`src/rtl/sseg_pkg.sv`:
```
// Shared seven-segment encodings, capture FSM states and anode positions.
// Both the display-side decoder and the receive-side capture monitor use these constants.
package sseg_pkg;

  // Active-low segment patterns, bit order {a,b,c,d,e,f,g}
  localparam logic [6:0] Seg0     = 7'b0000001;
  localparam logic [6:0] Seg1     = 7'b1001111;
  localparam logic [6:0] Seg2     = 7'b0010010;
  localparam logic [6:0] Seg3     = 7'b0000110;
  localparam logic [6:0] Seg4     = 7'b1001100;
  localparam logic [6:0] Seg5     = 7'b0100100;
  localparam logic [6:0] Seg6     = 7'b0100000;
  localparam logic [6:0] Seg7     = 7'b0001111;
  localparam logic [6:0] Seg8     = 7'b0000000;
  localparam logic [6:0] Seg9     = 7'b0000100;
  localparam logic [6:0] SegA     = 7'b0001000;
  localparam logic [6:0] SegB     = 7'b1100000;
  localparam logic [6:0] SegC     = 7'b0110001;
  localparam logic [6:0] SegD     = 7'b1000010;
  localparam logic [6:0] SegE     = 7'b0110000;
  localparam logic [6:0] SegF     = 7'b0111000;
  localparam logic [6:0] SegBlank = 7'b1111111;

  // Active-low anode selects; position n drives bcd bits [4n+3:4n]
  localparam logic [3:0] AnPos0 = 4'b1110;
  localparam logic [3:0] AnPos1 = 4'b1101;
  localparam logic [3:0] AnPos2 = 4'b1011;
  localparam logic [3:0] AnPos3 = 4'b0111;

  typedef enum logic [1:0] {
    StIdle,
    StSettle,
    StHold
  } cap_state_e;

  function automatic logic capturable(input logic [3:0] an, input logic [6:0] cath);
    logic one_hot;
    one_hot = (an == AnPos0) || (an == AnPos1) || (an == AnPos2) || (an == AnPos3);
    return one_hot && (cath != SegBlank);
  endfunction

endpackage

```
`src/rtl/seg_to_bcd.sv`:
```
// Combinational active-low segment pattern to nibble decoder with error flag.
// Define SSEG_CAPTURE_HEX_EN to accept the A-F letter patterns as legal digits.
module seg_to_bcd
  import sseg_pkg::*;
(
  input  logic [6:0] cath,
  output logic [3:0] nibble,
  output logic       err
);

  always_comb begin
    nibble = 4'hF;
    err    = 1'b0;
    unique case (cath)
      Seg0: nibble = 4'h0;
      Seg1: nibble = 4'h1;
      Seg2: nibble = 4'h2;
      Seg3: nibble = 4'h3;
      Seg4: nibble = 4'h4;
      Seg5: nibble = 4'h5;
      Seg6: nibble = 4'h6;
      Seg7: nibble = 4'h7;
      Seg8: nibble = 4'h8;
      Seg9: nibble = 4'h9;
`ifdef SSEG_CAPTURE_HEX_EN
      SegA: nibble = 4'hA;
      SegB: nibble = 4'hB;
      SegC: nibble = 4'hC;
      SegD: nibble = 4'hD;
      SegE: nibble = 4'hE;
      SegF: nibble = 4'hF;
`endif
      default: err = 1'b1;
    endcase
  end

endmodule

```
`src/rtl/sseg_capture.sv`:
```
// Receive-side monitor for the multiplexed seven-segment bus: settles, decodes and frames digits.
// Optional SSEG_CAPTURE_HEX_EN (in seg_to_bcd) makes the A-F patterns legal.
module sseg_capture
  import sseg_pkg::*;
#(
  parameter int unsigned STABLE_CYCLES = 8,
  parameter int unsigned CNT_W         = 4
) (
  input  logic        clk,
  input  logic        rst,
  input  logic [3:0]  an,
  input  logic [6:0]  cath,
  output logic [15:0] bcd_out,
  output logic        valid,
  output logic        digit_err
);

  localparam logic [CNT_W-1:0] CntMax = CNT_W'(STABLE_CYCLES);
  localparam logic [CNT_W-1:0] CntHit = CNT_W'(STABLE_CYCLES - 1);

  logic [3:0]       an_q;
  logic [6:0]       cath_q;
  logic [CNT_W-1:0] cnt_q, cnt_d;
  cap_state_e       state_q, state_d;
  logic [3:0]       seen_q, seen_d;
  logic [15:0]      shadow_q, shadow_d;
  logic             acc_q, acc_d;
  logic [15:0]      bcd_q;
  logic             valid_q, err_q;

  logic       change, cap_q, cap_in, hit, wr, frame_done;
  logic [3:0] dec_nibble;
  logic       dec_err;

  seg_to_bcd u_dec (
    .cath   (cath_q),
    .nibble (dec_nibble),
    .err    (dec_err)
  );

  // The pair arriving at this edge is compared with the one already registered, so the
  // counter tracks the registered pair without an extra cycle of lag.
  assign change     = (an != an_q) || (cath != cath_q);
  assign cap_q      = capturable(an_q, cath_q);
  assign cap_in     = capturable(an, cath);
  assign frame_done = (seen_q == 4'hF);

  always_comb begin
    if (change) begin
      cnt_d = '0;
    end else if (cnt_q == CntMax) begin
      cnt_d = cnt_q;
    end else begin
      cnt_d = cnt_q + CNT_W'(1);
    end
  end

  assign hit = !change && cap_q && (cnt_d == CntHit);

  always_comb begin
    state_d = state_q;
    wr      = 1'b0;
    if (change) begin
      state_d = cap_in ? StSettle : StIdle;
    end else begin
      unique case (state_q)
        StIdle: begin
          if (cap_q) state_d = StSettle;
        end
        StSettle: begin
          if (hit) begin
            wr      = 1'b1;
            state_d = StHold;
          end
        end
        StHold:  state_d = StHold;
        default: state_d = StIdle;
      endcase
    end
  end

  // The frame is published the cycle after its last digit lands in the shadow.
  always_comb begin
    shadow_d = shadow_q;
    seen_d   = seen_q;
    acc_d    = acc_q;
    if (frame_done) begin
      seen_d = '0;
      acc_d  = 1'b0;
    end
    if (wr) begin
      for (int i = 0; i < 4; i++) begin
        if (!an_q[i]) shadow_d[4*i +: 4] = dec_nibble;
      end
      seen_d = seen_d | ~an_q;
      acc_d  = acc_d | dec_err;
    end
  end

  always_ff @(posedge clk) begin
    if (rst) begin
      an_q     <= 4'hF;
      cath_q   <= SegBlank;
      cnt_q    <= '0;
      state_q  <= StIdle;
      seen_q   <= '0;
      shadow_q <= '0;
      acc_q    <= 1'b0;
      bcd_q    <= '0;
      valid_q  <= 1'b0;
      err_q    <= 1'b0;
    end else begin
      an_q     <= an;
      cath_q   <= cath;
      cnt_q    <= cnt_d;
      state_q  <= state_d;
      seen_q   <= seen_d;
      shadow_q <= shadow_d;
      acc_q    <= acc_d;
      valid_q  <= frame_done;
      if (frame_done) begin
        bcd_q <= shadow_q;
        err_q <= acc_q;
      end
    end
  end

  assign bcd_out   = bcd_q;
  assign valid     = valid_q;
  assign digit_err = err_q;

endmodule

```
`config.mk`:
```
export PLATFORM = sky130hd
export DESIGN_NAME = sseg_capture
export DESIGN_NICKNAME = d
export VERILOG_FILES = /design/src/rtl/sseg_pkg.sv /design/src/rtl/seg_to_bcd.sv /design/src/rtl/sseg_capture.sv
export SDC_FILE = /design/constraint.sdc
export NUM_CORES = 1
export LEC_CHECK = 0
export CAP_MARGIN = 20
export CELL_PAD_IN_SITES_DETAIL_PLACEMENT = 0
export CELL_PAD_IN_SITES_GLOBAL_PLACEMENT = 1
export CORE_ASPECT_RATIO = 0.9
export CORE_MARGIN = 4
export CORE_UTILIZATION = 41
export CTS_CLUSTER_DIAMETER = 200
export DETAILED_ROUTE_END_ITERATION = 8
export PLACE_DENSITY_LB_ADDON = 0.15
export SKIP_CTS_REPAIR_TIMING = 1
export SLEW_MARGIN = 40
export SYNTH_ARGS = -nofsm -noshare
export SYNTH_HDL_FRONTEND = slang
export SYNTH_SLANG_ARGS = --single-unit
```
`constraint.sdc`:
```
create_clock -name clk -period 2.6 [get_ports clk]
set_input_delay 0.78 -clock clk [delete_from_list [all_inputs] [get_ports clk]]
set_output_delay 0.78 -clock clk [all_outputs]
set_load 0.05 [all_outputs]
```
=== After elaboration in Yosys (flattened, before gate mapping) ===
Index checks and enable logic that the tools add are counted.

* Multiplexer cells: 16
* Bitwise logic cells: 7
* Reductions and logical operators: 20
* Equal/unequal tests: 28
* $add $sub $neg: 1

{| class="wikitable"
|+ Operator list
! cell !! count
|-
| case mux 4 bit (10 select lines) || 1
|-
| equality test 4 bit, second input constant || 8
|-
| two-way mux 4 bit || 4
|-
| equality test 7 x 3 -> 1 bit, second input constant || 2
|-
| equality test 7 x 6 -> 1 bit, second input constant || 2
|-
| equality test 7 bit, second input constant || 2
|-
| inequality test 7 bit, second input constant || 2
|-
| equality test 4 x 3 -> 1 bit, second input constant || 3
|-
| AND reduction 2 bit || 5
|-
| OR reduction 10 bit || 1
|-
| equality test 7 x 1 -> 1 bit, second input constant || 1
|-
| equality test 7 x 4 -> 1 bit, second input constant || 1
|-
| equality test 7 x 5 -> 1 bit, second input constant || 1
|-
| zero test 7 bit || 1
|-
| logical OR 1 bit || 7
|-
| two-way mux 1 bit || 7
|-
| inequality test 7 bit || 1
|-
| two-way mux 2 bit || 3
|-
| inequality test 3 bit, second input constant || 2
|-
| case mux 2 bit (3 select lines) || 1
|-
| adder 4 x 1 -> 4 bit, second input constant || 1
|-
| logical AND 1 bit || 4
|-
| inequality test 4 bit || 1
|-
| NOT 1 bit || 4
|-
| 7 further kinds || 7
|}

* Bits in registers: 56
* Input port bits: 13

=== Depth between registers and ports, before layout ===
Gate-level depths: netlist of run 1.

* Depth in word-level cells: 11
* Gate-level depth with buffers: 8
* Depth with buffers taken out: 7

=== Cells and area by module ===
A second synthesis of run 1 with hierarchy kept.

* Cell total of the unflattened synthesis: 276
* Area, all modules: 2443.6 µm²

{| class="wikitable"
|+ Modules (own cells, without submodules)
! module !! times used !! sequential area each (µm²) !! area each (µm²) !! cells an instance
|-
| sseg_capture || 1 || 1121.1 || 2244.7 || 247
|-
| seg_to_bcd || 1 || 0.0 || 198.9 || 29
|}

=== Worst setup path after synthesis of run 1 ===
No wires, ideal clock.

* Path type: input to register
* Start: input cath[4]
* End: register shadow_q[12]
* Data required time: 2467 ps
* Stages: 6
* Path buffers: 1
* Arrival: 1899 ps
* Setup slack: 568 ps
* Library setup time: 133 ps
* Cell sequence: xnor2_1 nand4_1 or3_4 buf_4 nor3_1 a211oi_1

* Word-level cells in the longest chain between the ends: 9
* Elaborated cells between the ends (all ways): 11

{| class="wikitable"
|+ Ends and longest elaborated chain
! item !! line !! source
|-
| start, declared || sseg_capture.sv:12 || <nowiki>input logic [6:0] cath,</nowiki>
|-
| inequality test 7 bit * || sseg_capture.sv:43 || <nowiki>assign change = (an != an_q) || (cath != cath_q);</nowiki>
|-
| logical OR 1 bit * || sseg_capture.sv:43 ||
|-
| two-way mux 4 bit / zero test 1 bit (equally long branches) || sseg_capture.sv:49, sseg_capture.sv:58 ||
|-
| equality test 4 x 3 -> 1 bit / logical AND 1 bit (equally long branches) || sseg_capture.sv:58 || <nowiki>assign hit = !change && cap_q && (cnt_d == CntHit);</nowiki>
|-
| logical AND 1 bit || sseg_capture.sv:58 ||
|-
| two-way mux 1 bit || sseg_capture.sv:71 || <nowiki>if (hit) begin</nowiki>
|-
| two-way mux 1 bit || sseg_capture.sv:66 || <nowiki>unique case (state_q)</nowiki>
|-
| two-way mux 1 bit * || sseg_capture.sv:63 || <nowiki>if (change) begin</nowiki>
|-
| AND reduction 2 bit (no line) * || -- ||
|-
| end signal, assigned || sseg_capture.sv:118 || <nowiki>shadow_q <= shadow_d;</nowiki>
|-
| end, declared || sseg_capture.sv:26 || <nowiki>logic [15:0] shadow_q, shadow_d;</nowiki>
|}

Mark *: on every way between the ends. The rest lies on a longest branch, timed or not.
A chain may end at the register's enable or synchronous reset.

=== Worst setup path after layout of run 1 ===
* Start: input an[3]
* End: register shadow_q[0]

* Word-level cells in the longest chain between the ends: 9
* Elaborated cells between the ends (all ways): 11

{| class="wikitable"
|+ Ends and longest elaborated chain
! item !! line !! source
|-
| start, declared || sseg_capture.sv:11 || <nowiki>input logic [3:0] an,</nowiki>
|-
| inequality test 4 bit * || sseg_capture.sv:43 ||
|-
| logical OR 1 bit * || sseg_capture.sv:43 ||
|-
| two-way mux 4 bit / zero test 1 bit (equally long branches) || sseg_capture.sv:49, sseg_capture.sv:58 ||
|-
| equality test 4 x 3 -> 1 bit / logical AND 1 bit (equally long branches) || sseg_capture.sv:58 ||
|-
| logical AND 1 bit || sseg_capture.sv:58 ||
|-
| two-way mux 1 bit || sseg_capture.sv:71 ||
|-
| two-way mux 1 bit || sseg_capture.sv:66 ||
|-
| two-way mux 1 bit * || sseg_capture.sv:63 ||
|-
| AND reduction 2 bit (no line) * || -- ||
|}

Marked as above.

==> impl_metrics.prom, run 1 <==
# TYPE chip_impl_metric gauge
chip_impl_metric{name="slew_viol_final",unit=""} 0
chip_impl_info{name="grt_setup_unrepaired",value="no"} 1
chip_impl_metric{name="final.setup_skew",unit="ns"} 0.0134
chip_impl_info{name="setup.worst_path.class",value="input pin to flip-flop"} 1
chip_impl_metric{name="grt_antenna_before_repair",unit=""} 0
chip_impl_metric{name="insertion_delay",unit="ns"} 0.32
chip_impl_metric{name="worst-slew-pin-transition",unit="ns"} 0.554
chip_impl_metric{name="maxCapViolations",unit=""} 0
chip_impl_metric{name="detail-route-antenna-nets",unit=""} 0
chip_impl_info{name="grt_busiest_layer",value="met2"} 1
chip_impl_metric{name="groute.layer.met1.usage",unit="%"} 21.6
chip_impl_metric{name="post-route-drc-count",unit=""} 0
chip_impl_metric{name="detailedPlacementHpwl",unit="um"} 3850
chip_impl_metric{name="synthDistinctLibCells",unit=""} 44
chip_impl_metric{name="detailedRoute.firstIterationViolations",unit=""} 67
chip_impl_metric{name="cts_max_path_buffers",unit=""} 2
chip_impl_metric{name="ys_warn_count",unit=""} 0
chip_impl_metric{name="ios",unit=""} 31
chip_impl_metric{name="clock_tree.htree_level_count",unit=""} 2
chip_impl_metric{name="synth_fp_nets",unit=""} 317
chip_impl_metric{name="setup_violations",unit=""} 0
chip_impl_metric{name="maxSlewHeadroom",unit="%"} 63.0
chip_impl_metric{name="grt_start_max_net_pins",unit=""} 25
chip_impl_info{name="tritoncts_clock_tree",value="done"} 1
chip_impl_metric{name="cts_inserted_buffers",unit=""} 5
chip_impl_metric{name="antenna_cells_inserted",unit=""} 0
chip_impl_metric{name="postSynthAreaPerCell",unit="um2"} 8.60
chip_impl_metric{name="dieWidth",unit="um"} 91.5
chip_impl_metric{name="grt_first_pass_wirelength",unit="um"} 9690
chip_impl_metric{name="design.core.area",unit="um2"} 6110
chip_impl_metric{name="placementRows",unit=""} 27
chip_impl_info{name="layout_commonest_cell",value="sky130_fd_sc_hd__dfxtp_1"} 1
chip_impl_metric{name="cts.reportedPaths.clkPinSlew",unit="ns"} 0.11
chip_impl_info{name="clock_tree.root_cell",value="sky130_fd_sc_hd__clkbuf_8"} 1
chip_impl_metric{name="number_of_vias_per_cell",unit=""} 5.21
chip_impl_metric{name="starting_density",unit="%"} 42.1
chip_impl_metric{name="final.min_clock_period",unit="ns"} 2.30
chip_impl_metric{name="ys_ff_latch",unit=""} 56
chip_impl_metric{name="syn2layout_area_growth",unit="%"} 19.3
chip_impl_info{name="run_status",value="completed"} 1
chip_impl_metric{name="critPathRequiredTime",unit="ns"} 2.79
chip_impl_metric{name="max_clock_freq",unit="MHz"} 436
chip_impl_metric{name="routabilityCongestion",unit=""} 0.785
chip_impl_metric{name="post_synth_design_cell_area",unit="um2"} 2570
chip_impl_info{name="min_path_type",value="flip-flop to flip-flop"} 1
chip_impl_metric{name="finalHoldWorstSlack",unit="ns"} 0.459
chip_impl_metric{name="use_met3",unit="%"} 3.17
chip_impl_metric{name="power.total",unit="uW"} 1520
chip_impl_metric{name="worstPathArrival",unit="ns"} 2.49
chip_impl_metric{name="die_area",unit="um2"} 7600
chip_impl_info{name="layout.cells.most_common_list",value="sky130_fd_sc_hd__dfxtp_1 (56), sky130_fd_sc_hd__nand2_1 (43), sky130_fd_sc_hd__a21oi_1 (34)"} 1
chip_impl_metric{name="die_height",unit="um"} 83.1
chip_impl_metric{name="buffer_ports.inserted",unit=""} 30
chip_impl_metric{name="power.density",unit="nW/um2"} 496
chip_impl_metric{name="power.static_leakage",unit="uW"} 0.00101
chip_impl_metric{name="cts_num_sinks",unit=""} 56
chip_impl_info{name="crit_path_end_kind",value="flip-flop"} 1
chip_impl_metric{name="nNetsFinal",unit=""} 342
chip_impl_metric{name="via_count",unit=""} 2147
chip_impl_metric{name="detail_route.wl_per_cell",unit="um"} 13.5
chip_impl_metric{name="first_global_vias",unit=""} 2046
chip_impl_metric{name="final_hold_violation_count",unit=""} 0
chip_impl_metric{name="vdd_drop_max",unit="V"} 0.000211
chip_impl_metric{name="post_route_cells_drive_above_1_share",unit="%"} 12.3
chip_impl_metric{name="met2_usage",unit="%"} 23.4
chip_impl_metric{name="synth-seq-area-share",unit="%"} 43.6
chip_impl_metric{name="min_period_over_period",unit="%"} 88.3
chip_impl_metric{name="grt-ovfl-total",unit=""} 0
chip_impl_metric{name="globalRouteTotalUtil",unit="%"} 15.6
chip_impl_metric{name="netlist_instances",unit=""} 299
chip_impl_metric{name="route.final.wire_length",unit="um"} 5570
chip_impl_metric{name="detail_route.first_pass.iterations",unit=""} 4
chip_impl_info{name="start_kind",value="input pin"} 1
chip_impl_metric{name="crit_path_max_fanout",unit=""} 13
cell type report:
| type | count | area [um2] |
|---|---|---|
| Fill cell | 628 | 3050 |
| Multi-Input combinational cell | 207 | 1290 |
| Sequential cell | 56 | 1120 |
| Timing Repair Buffer | 43 | 410 |
| Tap cell | 87 | 109 |
| Clock buffer | 5 | 68.8 |
| Inverter | 11 | 41.3 |
| Clock inverter | 3 | 25.0 |
routing by layer:
| layer | share of wire, % | vias up |
|---|---|---|
| met5 | 0 | - |
| met4 | 2.0 | 0 |
| met3 | 3.7 | 8 |
| met2 | 45 | 37 |
| met1 | 50 | 992 |
| li1 | - | 1110 |
metrics by stage:
step / instances / util (%) / setup TNS (ns) / worst slack (ns) / area (um2)
4_1_cts: 412 / 50.2 / 0 / 0.307 / 3070
6_report: 412 / 50.2 / 0 / 0.304 / 3070
3_5_place_dp: 404 / 48.6 / -0.195 / -0.0356 / 2970
3_3_place_gp: 404 / 48.6 / 0 / 0.0145 / 2970
2_1_floorplan: 299 / - / 0 / 0.568 / 2570
5_1_grt: 412 / 50.2 / 0 / 0.132 / 3070
power by group:
part	switching, uW	internal, uW	leakage [uW]	total [uW]
Clock	311	197	0.0000452	509
Sequential	21.5	867	0.000454	889
Combinational	57.9	65.7	0.000507	124
cells by family after synthesis:
kind of cell	synth area share [%]
and+or+nand+nor	22.9
DFF	43.6
buffers and inverters	6.13
AOI/OAI and AO/OA	18.7
adders and majority gates	2.43
xor gates and xnor gates	5.79
muxes	0.389
path summary, 6_finish.rpt:
check / start / slack (ns) / cells past startpoint / endpoint
worst max-delay path: an[3] / 0.30 / 6 / shadow_q[0]
worst min-delay path: acc_q / 0.46 / 2 / acc_q
worst max register to register: cnt_q[0] / 0.45 / 8 / shadow_q[15]
worst min register to register: acc_q / 0.46 / 2 / acc_q
flip-flops by register name, indices dropped and copies added (netlist names):
name and count:
acc_q 1, shadow_q 16, an_q 4, state_q 2, seen_q 4, cnt_q 4, cath_q 7, valid 1
bcd_out 16, digit_err 1
cells in the mapped netlist, drive strengths merged:
cell      n  area, um2
dfxtp    56       1120
nand2    43        161
a21oi    35        179
xnor2    16        140
clkbuf   15       56.3
nand4    15       93.8
inv      11       41.3
or2      11       68.8
buf      10       60.1
nand3    10       50.1
a211oi    8       60.1
a31oi     8       50.1
o31ai     8       60.1
nor2      7       26.3
nor3      7       40.0
ha        5       62.6
and4      3       26.3
nor3b     3       22.5
a21o      2       15.0
a22o      2       17.5
nand2b    2       12.5
nand4b    2       17.5
nor2b     2       12.5
nor4      2       12.5
a2111o    1       11.3
a21bo     1       10.0
a22oi     1       7.51
a2bb2oi   1       8.76
a31o      1       8.76
a32o      1       10.0
a32oi     1       8.76
a41oi     1       8.76
and3      1       6.26
and4bb    1       12.5
mux2i     1       10.0
nand3b    1       7.51
o311ai    1       26.3
or3       1       11.3
or4       1       7.51
xor2      1       8.76
worst max-delay path, stage by stage:
cell and delay (ns):
sky130_fd_sc_hd__clkdlybuf4s50_1 0.54, sky130_fd_sc_hd__xnor2_1 0.14, sky130_fd_sc_hd__nand4_1 0.15, sky130_fd_sc_hd__or3_4 0.50, sky130_fd_sc_hd__nor3_1 0.27, sky130_fd_sc_hd__a211oi_1 0.11
No activity file was read; power rests on OpenSTA's default activity.
==> inputs of run 2 (changes only) <==
--- a/config.mk
+++ b/config.mk
@@ -10,7 +10,7 @@
 export CELL_PAD_IN_SITES_GLOBAL_PLACEMENT = 1
 export CORE_ASPECT_RATIO = 0.9
 export CORE_MARGIN = 4
-export CORE_UTILIZATION = 41
+export CORE_UTILIZATION = 37
 export CTS_CLUSTER_DIAMETER = 200
 export DETAILED_ROUTE_END_ITERATION = 8
 export PLACE_DENSITY_LB_ADDON = 0.15
==> constraint.sdc (replaced) <==
create_clock -name clk -period 2 [get_ports clk]
set_input_delay 0.2 -clock clk [delete_from_list [all_inputs] [get_ports clk]]
set_output_delay 0.2 -clock clk [all_outputs]
set_load 0.05 [all_outputs]
==> impl_metrics.prom, run 2 (synthesis gave the netlist of run 1 again) <==
# TYPE chip_impl_metric gauge
chip_impl_info{name="run_status",value="completed"} 1
chip_impl_metric{name="die_height",unit="um"} 87.1
chip_impl_metric{name="slew_viol_final",unit=""} 0
chip_impl_metric{name="clock_tree.htree_level_count",unit=""} 2
chip_impl_metric{name="design.core.area",unit="um2"} 6660
chip_impl_metric{name="number_of_vias_per_cell",unit=""} 5.20
chip_impl_metric{name="power.total",unit="uW"} 2070
chip_impl_metric{name="finalCoreUtilization",unit="%"} 48.8
chip_impl_metric{name="worstPathArrival",unit="ns"} 2.12
chip_impl_metric{name="detail_route.first_pass.iterations",unit=""} 4
chip_impl_metric{name="cts_num_sinks",unit=""} 56
chip_impl_metric{name="route.final.wire_length",unit="um"} 5750
chip_impl_metric{name="min_period_over_period",unit="%"} 94.4
chip_impl_metric{name="dieWidth",unit="um"} 95.9
chip_impl_metric{name="antenna_cells_inserted",unit=""} 0
chip_impl_metric{name="globalRouteTotalUtil",unit="%"} 14.5
chip_impl_metric{name="crit_path_max_fanout",unit=""} 7
chip_impl_metric{name="grt_antenna_before_repair",unit=""} 0
chip_impl_metric{name="reg2reg_setup_slack",unit="ns"} 0.11
chip_impl_metric{name="nNetsFinal",unit=""} 350
chip_impl_metric{name="post_route_cells_drive_above_1_share",unit="%"} 17.7
chip_impl_metric{name="starting_density",unit="%"} 38.6
chip_impl_metric{name="first_global_vias",unit=""} 2005
chip_impl_metric{name="final.fill_count",unit=""} 660
chip_impl_info{name="setup.worst_path.class",value="flip-flop to flip-flop"} 1
chip_impl_info{name="layout_commonest_cell",value="sky130_fd_sc_hd__dfxtp_1"} 1
chip_impl_metric{name="syn2layout_area_growth",unit="%"} 26.3
chip_impl_metric{name="grt-ovfl-total",unit=""} 0
chip_impl_metric{name="grt_first_pass_wirelength",unit="um"} 9600
chip_impl_metric{name="seq_area",unit="um2"} 1120
chip_impl_metric{name="detailedRoute.firstIterationViolations",unit=""} 73
chip_impl_metric{name="buffer_ports.inserted",unit=""} 30
chip_impl_info{name="start_kind",value="flip-flop"} 1
chip_impl_metric{name="cts_inserted_buffers",unit=""} 5
chip_impl_metric{name="worst-slew-pin-transition",unit="ns"} 0.559
chip_impl_info{name="layout.cells.most_common_list",value="sky130_fd_sc_hd__dfxtp_1 (54), sky130_fd_sc_hd__nand2_1 (43), sky130_fd_sc_hd__a21oi_1 (34)"} 1
chip_impl_metric{name="post_route_design_area",unit="um2"} 3250
chip_impl_metric{name="detail_route.wl_per_cell",unit="um"} 13.6
chip_impl_metric{name="cts_max_path_buffers",unit=""} 2
chip_impl_metric{name="routabilityCongestion",unit=""} 0.814
chip_impl_metric{name="final_hold_violation_count",unit=""} 0
chip_impl_metric{name="max_clock_freq",unit="MHz"} 529
chip_impl_metric{name="power.density",unit="nW/um2"} 636
chip_impl_metric{name="insertion_delay",unit="ns"} 0.31
chip_impl_metric{name="multi_input_area",unit="um2"} 1340
chip_impl_info{name="min_path_type",value="flip-flop to flip-flop"} 1
chip_impl_metric{name="ios",unit=""} 31
chip_impl_metric{name="via_count",unit=""} 2200
chip_impl_metric{name="biggest_cell_delay_along_the_critical_path",unit="ns"} 0.51
chip_impl_metric{name="critPathRequiredTime",unit="ns"} 2.23
chip_impl_metric{name="power.static_leakage",unit="uW"} 0.00108
chip_impl_info{name="worstPathCellList",value="inv_2 > o311ai_4 > and4_4 > clkbuf_16 > a31oi_1 > a211oi_1"} 1
chip_impl_metric{name="detailedPlacementHpwl",unit="um"} 3980
chip_impl_info{name="library_cell_contributing_the_largest_single_delay_on_the_critical_path",value="sky130_fd_sc_hd__dfxtp_1"} 1
chip_impl_metric{name="dp_worst_setup_slack",unit="ns"} -0.0476
chip_impl_metric{name="maxCapViolations",unit=""} 0
chip_impl_metric{name="die_area",unit="um2"} 8350
chip_impl_metric{name="finalWorstSetupSlack",unit="ns"} 0.111
chip_impl_info{name="grt_setup_unrepaired",value="yes"} 1
chip_impl_metric{name="post-route-drc-count",unit=""} 0
chip_impl_metric{name="final.setup_skew",unit="ns"} 0.00767
chip_impl_metric{name="vdd_drop_max",unit="V"} 0.000300
chip_impl_metric{name="setup_violations",unit=""} 0
chip_impl_metric{name="final.min_clock_period",unit="ns"} 1.89
chip_impl_metric{name="maxSlewHeadroom",unit="%"} 62.7
chip_impl_metric{name="placementRows",unit=""} 28
chip_impl_metric{name="dpl_cell_area",unit="um2"} 3020
chip_impl_metric{name="grt_start_max_net_pins",unit=""} 40
chip_impl_metric{name="cts.reportedPaths.clkPinSlew",unit="ns"} 0.10
chip_impl_metric{name="finalHoldWorstSlack",unit="ns"} 0.458
chip_impl_info{name="clock_tree.root_cell",value="sky130_fd_sc_hd__clkbuf_8"} 1
chip_impl_info{name="crit_path_end_kind",value="flip-flop"} 1
chip_impl_info{name="tritoncts_clock_tree",value="done"} 1
chip_impl_metric{name="detail-route-antenna-nets",unit=""} 0
-- run 2: path summary, 6_finish.rpt --
kind | to | cells past startpoint | startpoint
hold / removal | bcd_out[7] | 2 | bcd_out[7]
setup / recovery | shadow_q[0] | 6 | an_q[0]
hold reg to reg | bcd_out[7] | 2 | bcd_out[7]
setup reg to reg | shadow_q[0] | 6 | an_q[0]
-- run 2: worst max-delay path, delay by kind of cell (launching register included) --
family	cells	cell delay, ns
buffers and inverters	2	0.31
DFF	1	0.51
and+or+nand+nor	1	0.35
AOI/OAI and AO/OA	3	0.64
-- run 2: final cells by class --
type	count	share of cell area [%]
Tap cell	90	3.47
Clock inverter	2	1.19
Clock buffer	6	2.23
Sequential cell	56	34.6
Multi-Input combinational cell	207	41.3
Inverter	11	1.27
Timing Repair Buffer	51	15.9
-- run 2: where the power goes --
group	switching, uW	leakage [uW]	internal [uW]
clock	372	0.0000558	379
sequential	28.8	0.000455	1130
combinational	74.6	0.000567	84.3
total	475	0.00108	1590
-- run 2: stage by stage --
stage / std cells / setup TNS (ns)
after floorplan: 299 / 0
after global placement: 411 / 0
after detailed placement: 411 / -0.259
after CTS: 419 / -0.189
after global routing: 423 / -0.0211
final: 423 / 0
-- run 2: routing by layer --
metal  track usage (%)  wire, um
met4              3.49        59
met5                 0         0
met1              19.3      2700
met2              23.3      2770
met3              3.98       215
